## src/rtl/testing_wb_slave.sv

```systemverilog
// Wishbone B3 test responder: DEPTH-word register bank with byte-lane writes,
// programmable wait states, linear incrementing bursts and out-of-range errors.
module testing_wb_slave #(
    parameter int unsigned   dw          = 32,
    parameter int unsigned   aw          = 32,
    parameter logic [aw-1:0] BASE_ADDR   = 32'h0000_0000,
    parameter int unsigned   DEPTH       = 16,
    parameter int unsigned   WAIT_STATES = 1
) (
    input  logic          wb_clk,
    input  logic          wb_rst_n,
    input  logic [aw-1:0] wb_adr_i,
    input  logic [dw-1:0] wb_dat_i,
    input  logic [3:0]    wb_sel_i,
    input  logic          wb_we_i,
    input  logic          wb_cyc_i,
    input  logic          wb_stb_i,
    input  logic [2:0]    wb_cti_i,
    input  logic [1:0]    wb_bte_i,
    output logic [dw-1:0] wb_dat_o,
    output logic          wb_ack_o,
    output logic          wb_err_o,
    output logic          wb_rty_o,
    input  logic          hold,
    output logic          active
);

    localparam int unsigned   PW       = $clog2(DEPTH);
    localparam logic [aw-1:0] SPAN     = aw'(4 * DEPTH);
    localparam logic [PW-1:0] PTR_LAST = PW'(DEPTH - 1);
    localparam logic [3:0]    WS_INIT  = 4'(WAIT_STATES);
    localparam logic [2:0]    CTI_INC  = 3'b010;

    localparam logic [2:0] S_IDLE  = 3'd0;
    localparam logic [2:0] S_WAIT  = 3'd1;
    localparam logic [2:0] S_ACK   = 3'd2;
    localparam logic [2:0] S_BURST = 3'd3;
    localparam logic [2:0] S_ERR   = 3'd4;

    logic [2:0]    state_q, state_d;
    logic [3:0]    cnt_q, cnt_d;
    logic [PW-1:0] ptr_q, ptr_d;
    logic          ack_q, ack_d;
    logic          err_q, err_d;
    logic [dw-1:0] mem_q [DEPTH];
    logic [dw-1:0] mem_d [DEPTH];

    logic          req;
    logic          hit;
    logic          last;
    logic          inc_burst;
    logic          wr_en;
    logic [aw-1:0] offset;

    always_comb begin
        req       = wb_cyc_i & wb_stb_i;
        offset    = wb_adr_i - BASE_ADDR;
        hit       = (wb_adr_i >= BASE_ADDR) && (offset < SPAN);
        last      = (ptr_q == PTR_LAST);
        inc_burst = (wb_cti_i == CTI_INC);
    end

    always_comb begin
        state_d = state_q;
        cnt_d   = cnt_q;
        ptr_d   = ptr_q;
        wr_en   = 1'b0;
        case (state_q)
            S_IDLE: begin
                if (req) begin
                    state_d = S_WAIT;
                    cnt_d   = WS_INIT;
                    ptr_d   = offset[PW+1:2];
                end
            end
            S_WAIT: begin
                if (!req) begin
                    state_d = S_IDLE;
                end else if (!hold) begin
                    if (cnt_q != '0) begin
                        cnt_d = cnt_q - 4'd1;
                    end else if (!hit || (inc_burst && (wb_bte_i != 2'b00))) begin
                        state_d = S_ERR;
                    end else begin
                        state_d = S_ACK;
                    end
                end
            end
            S_ACK: begin
                wr_en = req & wb_we_i;
                if (req && inc_burst && !hold) begin
                    if (last) begin
                        state_d = S_ERR;
                    end else begin
                        state_d = S_BURST;
                        ptr_d   = ptr_q + 1'b1;
                    end
                end else begin
                    state_d = S_IDLE;
                end
            end
            S_BURST: begin
                if (!req) begin
                    state_d = S_IDLE;
                end else begin
                    wr_en = wb_we_i;
                    if (!inc_burst) begin
                        state_d = S_IDLE;
                    end else if (last) begin
                        state_d = S_ERR;
                    end else begin
                        // The acked beat has completed; a hold parks at the next word.
                        ptr_d = ptr_q + 1'b1;
                        if (hold) begin
                            state_d = S_WAIT;
                            cnt_d   = '0;
                        end else begin
                            state_d = S_BURST;
                        end
                    end
                end
            end
            S_ERR:   state_d = S_IDLE;
            default: state_d = S_IDLE;
        endcase
        ack_d = (state_d == S_ACK) || (state_d == S_BURST);
        err_d = (state_d == S_ERR);
    end

    always_comb begin
        mem_d = mem_q;
        if (wr_en) begin
            for (int unsigned b = 0; b < 4; b++) begin
                if (wb_sel_i[b]) begin
                    mem_d[ptr_q][8*b +: 8] = wb_dat_i[8*b +: 8];
                end
            end
        end
    end

    always_ff @(posedge wb_clk) begin
        if (!wb_rst_n) begin
            state_q <= S_IDLE;
            cnt_q   <= '0;
            ptr_q   <= '0;
            ack_q   <= 1'b0;
            err_q   <= 1'b0;
            for (int unsigned i = 0; i < DEPTH; i++) begin
                mem_q[i] <= '0;
            end
        end else begin
            state_q <= state_d;
            cnt_q   <= cnt_d;
            ptr_q   <= ptr_d;
            ack_q   <= ack_d;
            err_q   <= err_d;
            mem_q   <= mem_d;
        end
    end

    always_comb begin
        wb_ack_o = ack_q;
        wb_err_o = err_q;
        wb_rty_o = 1'b0;
        wb_dat_o = ack_q ? mem_q[ptr_q] : '0;
        active   = (state_q != S_IDLE);
    end

endmodule

```

## config.mk

```make
export PLATFORM = sky130hd
export DESIGN_NAME = testing_wb_slave
export DESIGN_NICKNAME = d
export VERILOG_FILES = /design/src/rtl/testing_wb_slave.sv
export SDC_FILE = /design/constraint.sdc
export NUM_CORES = 1
export LEC_CHECK = 0
export CAP_MARGIN = 20
export CORE_MARGIN = 2
export CORE_UTILIZATION = 46
export DETAILED_ROUTE_END_ITERATION = 8
export HOLD_SLACK_MARGIN = 0.1
export PLACE_DENSITY = 0.74
export SETUP_SLACK_MARGIN = 0.1
export SLEW_MARGIN = 25
export SYNTH_ARGS = -nofsm -noshare
export SYNTH_HDL_FRONTEND = slang
export SYNTH_SLANG_ARGS = --single-unit
```

## constraint.sdc

```tcl
create_clock -name wb_clk -period 5.65 [get_ports wb_clk]
set_clock_uncertainty 0.05 [all_clocks]
set_input_delay 1.13 -clock wb_clk [delete_from_list [all_inputs] [get_ports wb_clk]]
set_output_delay 1.13 -clock wb_clk [all_outputs]
set_load 0.1 [all_outputs]
```

* Yosys cells after proc, flatten, opt, wreduce, memory -nomap -nowiden
Index checks and enable logic that the tools add are counted.
Widths: inputs -> output; s select.
** Cells by class
- Add/subtract/negate cells :: 2
- Magnitude comparators :: 4
- Equality and inequality tests :: 17
- Muxes and demuxes :: 52
- Bitwise gates (word level) :: 3
- Reduce and logical (&&, ||, !) cells :: 17
** Operators by type and width (count)
- $mux 512 :: 7
- $bwmux 512 :: 4
- $demux 32 s4 :: 4
- $bmux 32 s4 :: 1
- $mux 32 :: 4
- $mux 4 :: 13
- $ge 32x1->1 const B :: 1
- $lt 32x7->1 const B :: 1
- $mux 3 :: 10
- $mux 24 :: 1
- $pmux 4 s3 :: 2
- $ne 2x2->1 const B :: 9
- $mux 16 :: 1
- $eq 3x2->1 const B :: 5
- $pmux 3 s4 :: 1
- $reduce_and 9->1 :: 1
- $reduce_bool 3->1 :: 3
- $mux 8 :: 1
- $ge 5x5->1 const B :: 1
- $logic_and 1x1->1 :: 5
- $lt 5x1->1 const B :: 1
- $not 4->5 :: 1
- $reduce_and 5->1 :: 1
- $add 4x1->4 const B :: 1
- 13 further kinds :: 16
** Storage, ports and cells
- Register bits after elaboration :: 525
- Input port bits :: 79
- Output and inout bits :: 36
- Logic and storage cells :: 116

* Longest topological paths before layout
- Word-level depth :: 16
- Mapped depth :: 10
- Mapped depth without buffers :: 6

* Least setup slack after synthesis
No wires, ideal clock.
- Kind :: reg2out
- From :: reg ack_q, in the netlist wb_ack_o
- To :: out wb_dat_o[27]
- Arrival :: 2.941 ns
- Required time :: 4.470 ns
- Slack :: 1.529 ns
- Stages on the path, launching flop included :: 4
- Buffers on the path :: 1
- Cell sequence :: dfxtp_1 > nand2_1 > clkbuf_1 > o22ai_1
** On the way
- Cells in the longest elaborated chain, start to end :: 1
** Ends and longest elaborated chain
- start: declaration :: line 43 : logic ack_q, ack_d;
- start signal: assignment :: line 155 : ack_q <= ack_d;
- $mux 32 :: line 165 : wb_dat_o = ack_q ? mem_q[ptr_q] : '0;
- end: declaration :: line 20 : output logic [dw-1:0] wb_dat_o,
No other way between the ends.

* Worst setup path after layout
- From :: reg ptr_q[3]
- To :: out wb_dat_o[12]
** On the way
- Cells in the longest elaborated chain, start to end :: 5
** Ends and longest elaborated chain
- start: declaration :: line 42 : logic [PW-1:0] ptr_q, ptr_d;
- start signal: assignment :: line 154 : ptr_q <= ptr_d;
- $not 4->5 (implied by the code) :: line 165
- $bmux 32 s4 :: line 165
- $mux 32 (implied by the code) (2 in series) :: line 165
- $mux 32 :: line 165
No other way between the ends. The select of a mux whose other input is x is not followed.

==> run metrics <==
number of flip-flops and latches in the synthesized netlist=525; Final nets=2,227; Hold Crit Start=mem_q[49]$_SDFFE_PN0P_; placed insts=2,777; share of final-layout standard cells stronger than drive strength 1=15.3%; total length of routed wires=57.0 mm; unrepaired setup endpoints after global routing=false; initial drt markers=1,145; Final setup violation count=0; clk slew on worst S/H paths=0.06 ns; DRC violations left=0; HP Class=register to register; part of the cycle the worst path needs=88.3%; total of warnings raised by yosys=0; area of the die=54,800 um^2; path depth of the worst reg2reg path=7; total number of placement rows=84; beginning of the worst register-to-register path=ptr_q[0]$_SDFFE_PN0P_; cell type with the largest total area after synthesis=sky130_fd_sc_hd__dfxtp_1; top cells by area in the synthesized netlist=sky130_fd_sc_hd__dfxtp_1 43%, sky130_fd_sc_hd__mux2i_1 24%, sky130_fd_sc_hd__mux4_2 12%; Async S/R FF share, synth=0%; clock buffer count from CTS=52; part of the Yosys area used for sequential elements=43.1%; list of cells traversed by the critical path=nand2_2, o22ai_1, clkdlybuf4s50_1; Final Hold Fails=0; fraction of synthesized cell area taken by the top area cell type=43.1%; total of cells resized after clock tree synthesis=0; Power Total=7.49 mW; fin. max-slew vios=0; number of cells on the worst hold path=2; via count of the first global-routing pass=16,000; post-detailed-placement half-perimeter wirelength=35.3 mm; maximum clock insertion buffer count=3; most numerous cell types in the synthesized netlist=577 x sky130_fd_sc_hd__mux2i_1, 525 x sky130_fd_sc_hd__dfxtp_1, 519 x sky130_fd_sc_hd__nor2_1, 128 x sky130_fd_sc_hd__mux4_2, 95 x sky130_fd_sc_hd__clkbuf_1; relative area change from synthesis to final layout=11.8%; syn_nets=2,212; Reg-to-Reg End=mem_q[382]$_SDFFE_PN0P_; Die W=234 um; max cap viols=0; Worst Max-Slew Pin Slew=1.04 ns; count of mapped cells out of synthesis=2,128; fillers=4,437; pin count of the biggest net entering global routing=182; internal reg-to-reg setup slack=2.33 ns; count of flip-flops with a built-in enable after synthesis=0; number of primary I/O pins=115; sink of the worst hold path=mem_q[49]$_SDFFE_PN0P_; library cell with the highest instance count after synthesis=sky130_fd_sc_hd__mux2i_1; CTS hold repair buffers=0; synthesized cell area=24,400 um^2; clock network latency to the later pin of the worst-skew pair=0.59 ns; cell area after placement=25,600 um^2; post-CTS setup buffers=0; Vias=16,100; Critical Path Max Stage Delay=1.20 ns; status=complete, no violations; Total GRT Usage=20.7%; ys flop type=sky130_fd_sc_hd__dfxtp_1; static leakage=13.1 nW; htree depth=2; CTS tree=yes; peak fanout along the critical path=21; Worst setup SP type=register; final std cell area, no fill=27,300 um^2; maximum operating frequency=201 MHz; worst setup path category=register to output port; first drt pass iteration count=5; input/output buffers=111; total grt overflow=0; Crit. End Element=output port; required time of the critical path=4.47 ns; Worst Slack Setup Final=0.663 ns; Clock Sinks=525; data arrival time of the critical path=3.81 ns; initial core utilization=46.5%; share of the core filled with cells in the final layout=52.0%; power density over cell area=275 nW/um^2; area inside the core boundary=52,400 um^2; syn_area_per_cell=11.5 um^2; tightest slew margin relative to the limit=30.3%; worst vdd rail ir drop=0.190 mV; post-route minimum period=4.99 ns; Slowest-stage cell, CP=sky130_fd_sc_hd__clkdlybuf4s50_1; worst hold slack=0.440 ns; remaining number of nets flagged by the antenna check after routing=0; DR WL/cell=19.9 um; Total Negative Setup Slacks=0 ns; root buf cell=sky130_fd_sc_hd__clkbuf_16; first-pass GRT wire length=89.0 mm; Die Span Y=234 um; DP Worst Slack=1.29 ns; Final GP Congestion=0.788; antenna violations before repair=3; Unique masters post-synth=52; drt via density=5.62; number of standard cells in the final layout excluding fillers=2,868
cell usage in the layout, fill, tap and decap left out, types with 8 or more instances in the layout:
cell type	Yosys	routed
sky130_fd_sc_hd__nand4_4	60	60
sky130_fd_sc_hd__o22ai_1	35	35
sky130_fd_sc_hd__clkdlybuf4s50_1	0	83
sky130_fd_sc_hd__clkbuf_1	95	14
sky130_fd_sc_hd__clkbuf_16	0	53
sky130_fd_sc_hd__clkbuf_8	0	12
sky130_fd_sc_hd__mux2i_1	577	577
sky130_fd_sc_hd__nor2_1	519	519
sky130_fd_sc_hd__and3b_1	8	8
sky130_fd_sc_hd__nor4_1	8	8
sky130_fd_sc_hd__dfxtp_1	525	522
sky130_fd_sc_hd__mux4_2	128	128
sky130_fd_sc_hd__buf_4	10	46
worst max-delay path: cells and delay by family, from the launching register on:
kind	cells	cell delay [ns]
AO/OA/AOI/OAI	1	0.44
buffers and inverters	1	1.20
AND/OR/NAND/NOR	1	0.64
flip-flops	1	0.90
registers in the layout (all words and copies together), names as in the netlist:
signal and cells:
wb_err_o 1, ptr_q 4, wb_ack_o 1, state_q 3, mem_q 512, cnt_q 4
kinds of logic (layout without fill, tap and decap cells):
group	Yosys count	count (layout)	share of synthesized area (%)
mux	705	705	35.5
simple gates	649	649	15.4
flops	525	525	43.1
buf+inv	182	232	4.01
compound gates	61	61	1.64
fa+ha+maj	5	5	0.257
other cells	1	3	0.0154
report_power, final:
part | switching, mW | internal [mW] | leakage (nW)
clock network | 1.40 | 1.99 | 0.819
logic | 0.234 | 0.130 | 8.07
registers | 0.0260 | 3.70 | 4.23
total | 1.66 | 5.83 | 13.1
cell type report:
cell class	instances	area [um^2]	area share [%]
inverter	8	37.5	0.138
clock inverter	11	133	0.487
timing repair buffer	135	1270	4.68
tap	688	861	3.16
clock buffer	78	1530	5.61
antenna	2	5.00	0.0184
multi-input combinational	1421	12900	47.3
sequential	525	10500	38.6
routing by layer:
layer  vias up  share of wire [%]  wire [um]  global-route usage [%]
li1       7645                  -          -                       -
met1      8057                 43      24800                    26.6
met2       336                 50      28300                    35.4
met3        92                3.9       2240                    2.78
met4         2                3.0       1740                    7.56
met5         -              0.014          8                       0
worst max path at each step:
stage | start | end | slack, ns | cells after the start
global route | ptr_q[3]$_SDFFE_PN0P_ | wb_dat_o[12] | 0.54 | 3
detailed placement | ptr_q[3]$_SDFFE_PN0P_ | wb_dat_o[12] | 1.29 | 3
global placement | ptr_q[3]$_SDFFE_PN0P_ | wb_dat_o[12] | 1.37 | 3
floorplan | wb_ack_o$_SDFF_PN0_ | wb_dat_o[27] | 1.53 | 3
CTS | ptr_q[3]$_SDFFE_PN0P_ | wb_dat_o[12] | 0.65 | 3
finish | ptr_q[3]$_SDFFE_PN0P_ | wb_dat_o[12] | 0.66 | 3
No activity file was read; power rests on OpenSTA's default activity.
